--- src/rtl/line_buffer_multi.sv ---
// Multi-line pixel buffer: KERNEL_SIZE+1 rotating line memories, one aligned column out per pixel, 3-cycle latency.
// Optional top-of-frame zero padding is compiled in with `define LINE_BUFFER_ZERO_PAD_EN.
module line_buffer_multi #(
  parameter int PIXEL_WIDTH = 1,
  parameter int H_PIXELS    = 320,
  parameter int V_LINES     = 240,
  parameter int KERNEL_SIZE = 3
) (
  input  logic                               clk_in,
  input  logic                               rst_in,
  input  logic [10:0]                        hcount_in,
  input  logic [9:0]                         vcount_in,
  input  logic [PIXEL_WIDTH-1:0]             pixel_data_in,
  input  logic                               data_valid_in,
  output logic [KERNEL_SIZE*PIXEL_WIDTH-1:0] line_buffer_out,
  output logic [10:0]                        hcount_out,
  output logic [9:0]                         vcount_out,
  output logic                               data_valid_out
);

  localparam int NUM_MEMS = KERNEL_SIZE + 1;
  localparam int SEL_W    = $clog2(NUM_MEMS);
  localparam int ADDR_W   = $clog2(H_PIXELS);
  localparam int V_OFFSET = (KERNEL_SIZE + 1) / 2;
  localparam logic [SEL_W-1:0] SEL_MAX = SEL_W'(KERNEL_SIZE);
  localparam logic [10:0]      H_LIMIT = 11'(H_PIXELS);
  localparam logic [10:0]      V_LIMIT = 11'(V_LINES);
  localparam logic [10:0]      V_BIAS  = 11'(V_LINES - V_OFFSET);

  logic              in_range;
  logic              new_line;
  logic              wr_en;
  logic [ADDR_W-1:0] addr;
  logic [SEL_W-1:0]  wr_sel;
  logic [SEL_W-1:0]  sel_now;

  assign in_range = (hcount_in < H_LIMIT);
  assign new_line = data_valid_in && (hcount_in == 11'd0);
  assign wr_en    = data_valid_in && in_range;
  // Out-of-range columns still read, but from a safe address; their output is flagged invalid.
  assign addr     = in_range ? hcount_in[ADDR_W-1:0] : '0;

  // The rotation takes effect in the same cycle as the new-line pixel, so pixel 0 lands in the fresh memory.
  always_comb begin
    sel_now = wr_sel;
    if (new_line) sel_now = (wr_sel == SEL_MAX) ? '0 : wr_sel + SEL_W'(1);
  end

  // NOTE: sequential state uses non-blocking assignments so every register samples pre-edge values.
  always_ff @(posedge clk_in) begin
    if (rst_in) wr_sel <= '0;
    else        wr_sel <= sel_now;
  end

  logic [NUM_MEMS*PIXEL_WIDTH-1:0] rd_flat;

  for (genvar m = 0; m < NUM_MEMS; m++) begin : g_mem
    logic [PIXEL_WIDTH-1:0] mem [H_PIXELS];
    logic [PIXEL_WIDTH-1:0] rd_q1;
    logic [PIXEL_WIDTH-1:0] rd_q2;

    // NOTE: line memories and their read registers have no reset so they map onto block RAM.
    always_ff @(posedge clk_in) begin
      if (wr_en && (sel_now == SEL_W'(m))) mem[addr] <= pixel_data_in;
      rd_q1 <= mem[addr];
      rd_q2 <= rd_q1;
    end

    assign rd_flat[m*PIXEL_WIDTH +: PIXEL_WIDTH] = rd_q2;
  end

  // Side-band pipeline matching the two memory read stages.
  logic [10:0]      h_a, h_b;
  logic [9:0]       v_a, v_b;
  logic             val_a, val_b;
  logic [SEL_W-1:0] sel_a, sel_b;

  always_ff @(posedge clk_in) begin
    if (rst_in) begin
      h_a   <= '0;
      v_a   <= '0;
      val_a <= 1'b0;
      sel_a <= '0;
      h_b   <= '0;
      v_b   <= '0;
      val_b <= 1'b0;
      sel_b <= '0;
    end else begin
      h_a   <= hcount_in;
      v_a   <= vcount_in;
      val_a <= wr_en;
      sel_a <= sel_now;
      h_b   <= h_a;
      v_b   <= v_a;
      val_b <= val_a;
      sel_b <= sel_a;
    end
  end

  logic [KERNEL_SIZE*PIXEL_WIDTH-1:0] slots;
  logic [10:0]                        v_wide;
  logic [9:0]                         v_centre;

  // Slot i reads the memory written i+1 rotations before the one active when the address was issued.
  // NOTE: every always_comb output gets a default first so no latch is inferred.
  always_comb begin : slot_mux
    int idx;
    slots = '0;
    idx   = 0;
    for (int i = 0; i < KERNEL_SIZE; i++) begin
      idx = int'(sel_b) + KERNEL_SIZE - i;
      if (idx >= NUM_MEMS) idx = idx - NUM_MEMS;
      slots[i*PIXEL_WIDTH +: PIXEL_WIDTH] = rd_flat[idx*PIXEL_WIDTH +: PIXEL_WIDTH];
`ifdef LINE_BUFFER_ZERO_PAD_EN
      if (int'(v_b) <= i) slots[i*PIXEL_WIDTH +: PIXEL_WIDTH] = '0;
`endif
    end
  end

  always_comb begin
    v_wide = {1'b0, v_b} + V_BIAS;
    if (v_wide >= V_LIMIT) v_wide = v_wide - V_LIMIT;
    v_centre = v_wide[9:0];
  end

  // Invalid cycles present all-zero fields so stale reads never leak after reset or during gaps.
  always_ff @(posedge clk_in) begin
    if (rst_in) begin
      line_buffer_out <= '0;
      hcount_out      <= '0;
      vcount_out      <= '0;
      data_valid_out  <= 1'b0;
    end else begin
      line_buffer_out <= val_b ? slots    : '0;
      hcount_out      <= val_b ? h_b      : '0;
      vcount_out      <= val_b ? v_centre : '0;
      data_valid_out  <= val_b;
    end
  end

endmodule

--- config.mk ---
export PLATFORM = sky130hd
export DESIGN_NAME = line_buffer_multi
export DESIGN_NICKNAME = d
export VERILOG_FILES = /design/src/rtl/line_buffer_multi.sv
export SDC_FILE = /design/constraint.sdc
export NUM_CORES = 2
export LEC_CHECK = 0
export ABC_AREA = 1
export CAP_MARGIN = 5
export CELL_PAD_IN_SITES_DETAIL_PLACEMENT = 1
export CELL_PAD_IN_SITES_GLOBAL_PLACEMENT = 2
export CORE_ASPECT_RATIO = 0.8
export CORE_MARGIN = 2
export CORE_UTILIZATION = 43
export CTS_BUF_LIST = sky130_fd_sc_hd__clkbuf_4
export DETAILED_ROUTE_END_ITERATION = 16
export GPL_TIMING_DRIVEN = 0
export PLACE_DENSITY_LB_ADDON = 0.1
export REMOVE_ABC_BUFFERS = 1
export SLEW_MARGIN = 40
export SYNTH_ARGS = -nofsm -noshare
export SYNTH_HDL_FRONTEND = slang
export SYNTH_SLANG_ARGS = --single-unit
--- constraint.sdc ---
create_clock -name clk_in -period 3 [get_ports clk_in]
set_clock_uncertainty 0.15 [all_clocks]
set_input_delay 0.45 -clock clk_in [delete_from_list [all_inputs] [get_ports clk_in]]
set_output_delay 0.45 -clock clk_in [all_outputs]
set_load 0.005 [all_outputs]
* Yosys cells after proc, flatten, opt, wreduce, memory -nomap -nowiden
Memory sizes are Yosys's and may differ from the RTL's. A register that Yosys moved wholly into a read port is not among the register bits.
Cells that the tools add are included.
** Operators by class
- Add/subtract/negate cells :: 9
- Magnitude comparators :: 5
- Equal/unequal tests :: 4
- Shifts and indexed selects :: 3
- Muxes and demuxes :: 15
- Bitwise gates (word level) :: 1
- Reductions and logical operators :: 9
** Operators with widths (count)
- 32-bit two-way mux :: 3
- 4-bit by 32-bit indexed part select with 1-bit output :: 3
- 32-bit by 4-bit >= comparator with 1-bit output, second input constant :: 2
- 32-bit by 4-bit subtractor with 32-bit output, second input constant :: 2
- 32-bit by 2-bit subtractor with 32-bit output, second input constant :: 1
- 10-bit by 8-bit adder with 11-bit output, second input constant :: 1
- 11-bit by 8-bit >= comparator with 1-bit output, second input constant :: 1
- 11-bit zero test :: 1
- 11-bit by 9-bit less-than comparator with 1-bit output, second input constant :: 1
- 10-bit two-way mux :: 1
- 10-bit by 8-bit subtractor with 10-bit output, second input constant :: 1
- 9-bit two-way mux :: 1
- 1-bit two-way mux :: 8
- 2-bit equality test, second input constant :: 3
- 1-bit logical AND :: 6
- 4-bit by 4-bit subtractor with 5-bit output, second input constant :: 1
- 4-bit >= comparator, second input constant :: 1
- 2-bit two-way mux :: 2
- 3-bit by 2-bit subtractor with 4-bit output, second input constant :: 1
- 2-bit by 2-bit adder with 3-bit output, second input constant :: 1
- 2-bit by 1-bit adder with 2-bit output, second input constant :: 1
- 2-bit by 1-bit equality test with 1-bit output, second input constant :: 1
- 2-bit zero test :: 1
- 2-bit OR reduction :: 1
- 1-bit NOT :: 1
** Word-level totals
- Register bits :: 77
- Memory bits (writable) :: 1280
- Bits of input ports :: 25
- Output and inout bits :: 25
- Memories kept :: 4
** Memory list
- g_mem[0].mem :: depth 320, width 1, rd ports 1, clocked after memory_dff 1, write ports 1, line 58 : logic [PIXEL_WIDTH-1:0] mem [H_PIXELS];
- g_mem[1].mem :: depth 320, width 1, rd ports 1, clocked after memory_dff 1, write ports 1, line 58
- g_mem[2].mem :: depth 320, width 1, rd ports 1, clocked after memory_dff 1, write ports 1, line 58
- g_mem[3].mem :: depth 320, width 1, rd ports 1, clocked after memory_dff 1, write ports 1, line 58

* Logic depth before layout (Yosys ltp)
- Word-level depth :: 7
- Gate-level depth with buffers :: 21

* Worst setup path after synthesis
Ideal clock, no wire load.
- Path type :: in2reg
- Start :: input hcount_in[6]
- End :: memory g_mem[0].mem[33] (enable)
- Arrival time :: 2066 ps
- Path slack :: 485 ps
- Stages on the path :: 11
- Path buffers :: 2
- Path through :: nor2_1 -> o21ai_1 -> nor2_1 -> inv_2 -> nor2_4 -> inv_2 -> buf_2 -> nor2_2 -> buf_2 -> nand2_1 -> nor2_1
** Between the ends
- Word-level cells in the longest chain between the ends :: 7
- Elaborated cells between the ends (all ways) :: 10
- Those cells by class :: order compare (1); mux (4); reduce/logical (5)
** RTL lines
- start, declared :: line 11 : input logic [10:0] hcount_in,
- branches (longest 7 deep; another with 11-bit by 9-bit less-than comparator with 1-bit output)
- end, declared :: line 58
Parallel ways; which one is timed is not known.

* Worst setup path in the final report
- Start :: input hcount_in[7]
- End :: memory g_mem[3].mem[51] (enable)
** Between the ends
- Word-level cells in the longest chain between the ends :: 7
- Elaborated cells between the ends (all ways) :: 10
- Those cells by class :: order compare (1); eq/ne (1); mux (4); reduce/logical (4)
** RTL lines (line)
- branches (longest 7 deep; another with 11-bit by 9-bit less-than comparator with 1-bit output)
- end, declared :: 58
Parallel ways; which one is timed is not known.

==> flow_metrics.py <==
metrics = {
    "logic_synthesis": {
        "yosysMostFrequentCell": "nand2_1",
        "synth_cells": 6385,
        "synth_flop_cell": "edfxtp_1",
        "ys_seq_area_share_pct": 66.0,
        "ys_types": 33,
        "synthTopCellsByArea": "edfxtp_1 63%, nand2_1 14%, nor2_1 9.5%",
        "yosys_warnings": 0,
        "syn_avg_cell_area_um2": 9.51,
        "synthArstFlopShare_pct": 0,
        "netlist_top_cells_count": "2308 x nand2_1, 1538 x nor2_1, 1280 x edfxtp_1, 259 x buf_2, 252 x nand3_1",
        "synth_top_area_share_pct": 63.3,
        "synth_edf_count": 1280,
        "synth_seq_cells": 1361,
        "synth_area_leader_cell": "edfxtp_1",
        "syn_area_um2": 60700,
    },
    "critical_path": {
        "crit_type": "input port to register",
        "cp_data_arrival_time_ns": 3.93,
        "worstPathRequired_ns": 3.88,
        "crit_path_max_fanout": 18,
        "critPathLaunchType": "input port",
        "endpoint_kind": "register",
        "reg2reg_slack_ns": 0.14,
    },
    "clocking": {
        "worstSkewPairLatency_ns": 1.33,
        "root_buffer": "clkbuf_4",
        "clk_pin_slew_worst_paths_ns": 0.07,
        "h-tree-depth": 5,
        "clkSinkCount": 1361,
        "cts_tree": "yes",
        "cts.path.max_buffers": 4,
        "cts-buffers-inserted": 369,
    },
    "timing": {
        "finalHoldViolations": 0,
        "period_share_pct": 102,
        "drv_slew": 0,
        "rsz0062_at_grt": "yes",
        "worst_slack_ns": -0.0526,
        "setup_tns_ns": -0.644,
        "fmax_mhz": 328,
        "finalSetupViolations": 52,
        "worstMarginPinSlew_ns": 0.767,
        "maxSlewHeadroom_pct": 48.5,
        "period_minus_slack_ns": 3.05,
    },
    "die": {
        "num_rows": 123,
        "die_h_um": 340,
        "start_util_pct": 43.2,
        "die_x_um": 424,
        "pin_count": 50,
        "dieArea_um2": 144000,
        "core-area_um2": 140000,
    },
    "global_route": {
        "grt_pass1_wl_um": 308000,
        "grt-ovfl-total": 0,
        "grt_max_degree": 169,
        "grt.total_usage_pct": 28.6,
        "antenna_found_initial": 4,
        "grt_pass1_vias": 48423,
    },
    "min_path": {
        "min_path_type": "input port to register",
    },
    "power_and_ir_drop": {
        "p_total_w": 0.0396,
        "power_density_nw_per_um2": 550,
        "p_int_w": 0.0301,
        "p_clk_share_pct": 41.5,
        "p_leak_nw": 25.5,
        "seqPwrFrac_pct": 52.5,
        "max-vdd-ir-drop_mv": 0.430,
        "pwr-share-comb_pct": 6.0,
        "p_switching_w": 0.00948,
        "p_sw_share_pct": 23.9,
    },
    "outcome": {
        "violations": "negative setup slack",
        "outcome": "complete, but fails checks",
    },
    "place": {
        "hpwl_um": 131000,
        "placed_cell_area_um2": 66000,
        "port_buffers": 49,
        "place_congestion": 0.764,
    },
    "final_layout": {
        "syn_to_final_growth_pct": 18.6,
        "fin_area_um2": 72000,
        "layout.nets": 6706,
        "drive_above_1_share_pct": 13.4,
    },
    "routing": {
        "first_pass_iters": 5,
        "wire_per_inst_um": 23.7,
        "vias_per_cell": 5.42,
        "drt_iter0_drc": 3683,
        "routed_wl_um": 209000,
        "route.detailed.drc": 0,
        "vias": 47706,
        "antenna_left": 0,
    },
    "job": {
        "timing.max_cap.violations": 0,
    },
}
## path summary, 6_finish.rpt
kind	end	cells after the start	from
setup / recovery	g_mem[3].mem[51]	10	hcount_in[7]
hold / removal	g_mem[2].rd_q1	9	hcount_in[6]
setup reg to reg	g_mem[2].mem[81]	9	sel_a[1]
hold reg to reg	g_mem[1].rd_q2	0	g_mem[1].rd_q1
## worst max-delay path: stages
cell and delay (ns):
clkdlybuf4s15_2 0.29, nor2_4 0.24, o21ai_1 0.25, nor2_2 0.50, inv_2 0.24, nor2_2 0.56, inv_4 0.40, nor2_4 0.47
nand2_1 0.26, nor2_1 0.19
## placed cells by master (no fill, tap or decap), drive strengths merged, types with 68 or more instances in the layout
cell    instances
a22oi         141
clkbuf        565
nand3         253
a21oi          68
nand2        2315
inv           114
nor2         1554
buf           238
edfxtp       1280
dfxtp          81
## metal layers
| layer | wire length (um) | track usage (%) |
|---|---|---|
| met5 | 0 | 0 |
| met2 | 100000 | 47.4 |
| met3 | 12000 | 4.46 |
| met4 | 5970 | 9.35 |
| met1 | 90600 | 38.6 |
## layout make-up
type	instances	area, um^2
diodes	9	22.5
well taps	1875	2350
inverters	109	433
fillers	15664	68400
clock buffers	564	4230
repair buffers	337	5850
clock inverters	47	233
multi-input cells	4495	18800
flip-flops and latches	1361	40100
## power groups by stage
stage / logic (W) / registers, W / clock network [W]
finish: 0.00236 / 0.0208 / 0.0164
global route: 0.00252 / 0.0208 / 0.0178
CTS: 0.00233 / 0.0208 / 0.0168
global placement: 0.00198 / 0.0220 / 0
floorplan: 0.000877 / 0.0212 / 0
detailed placement: 0.00217 / 0.0212 / 0
## per-stage QoR
step	utilization [%]	hold slack [ns]	worst slack [ns]	cells
after CTS	51.0	0.000652	0.0203	8768
after global routing	51.3	0.0454	-0.0817	8796
final	51.3	0.115	-0.0526	8797
after global placement	43.9	0.161	-43.49	7883
after detailed placement	47.0	0.165	-3.31	8069
after floorplan	-	0.160	-9.15	5959
## state kept, by name, summed over array words and instances, names as in the netlist, 2 cells and up
register,flops
hcount_out,11
h_a,11
sel_b,2
v_a,10
v_b,10
sel_a,2
g_mem.mem,1280
vcount_out,10
line_buffer_out,3
h_b,11
g_mem.rd_q2,4
g_mem.rd_q1,4
## logic make-up (layout without fill, tap and decap cells)
group / after synthesis / count (layout) / share of synthesized area, %
simple gates: 4193 / 4199 / 26.9
flops: 1361 / 1361 / 66.0
buf+inv: 535 / 1057 / 3.93
compound gates: 282 / 282 / 2.94
fa+ha+maj: 8 / 8 / 0.165
xor+xnor: 5 / 5 / 0.0721
mux: 1 / 1 / 0.0165
other cells: 0 / 9 / 0
## repair_timing
item,in CTS,in global routing
setup buffers,28,19
endpoints found under the hold margin,654,0
setup endpoints to repair,1284,537
hold buffers,49,0
gates resized for setup,48,18
pin swaps,19,11
cloned,11,2
Power figures use the tool's default switching activity.
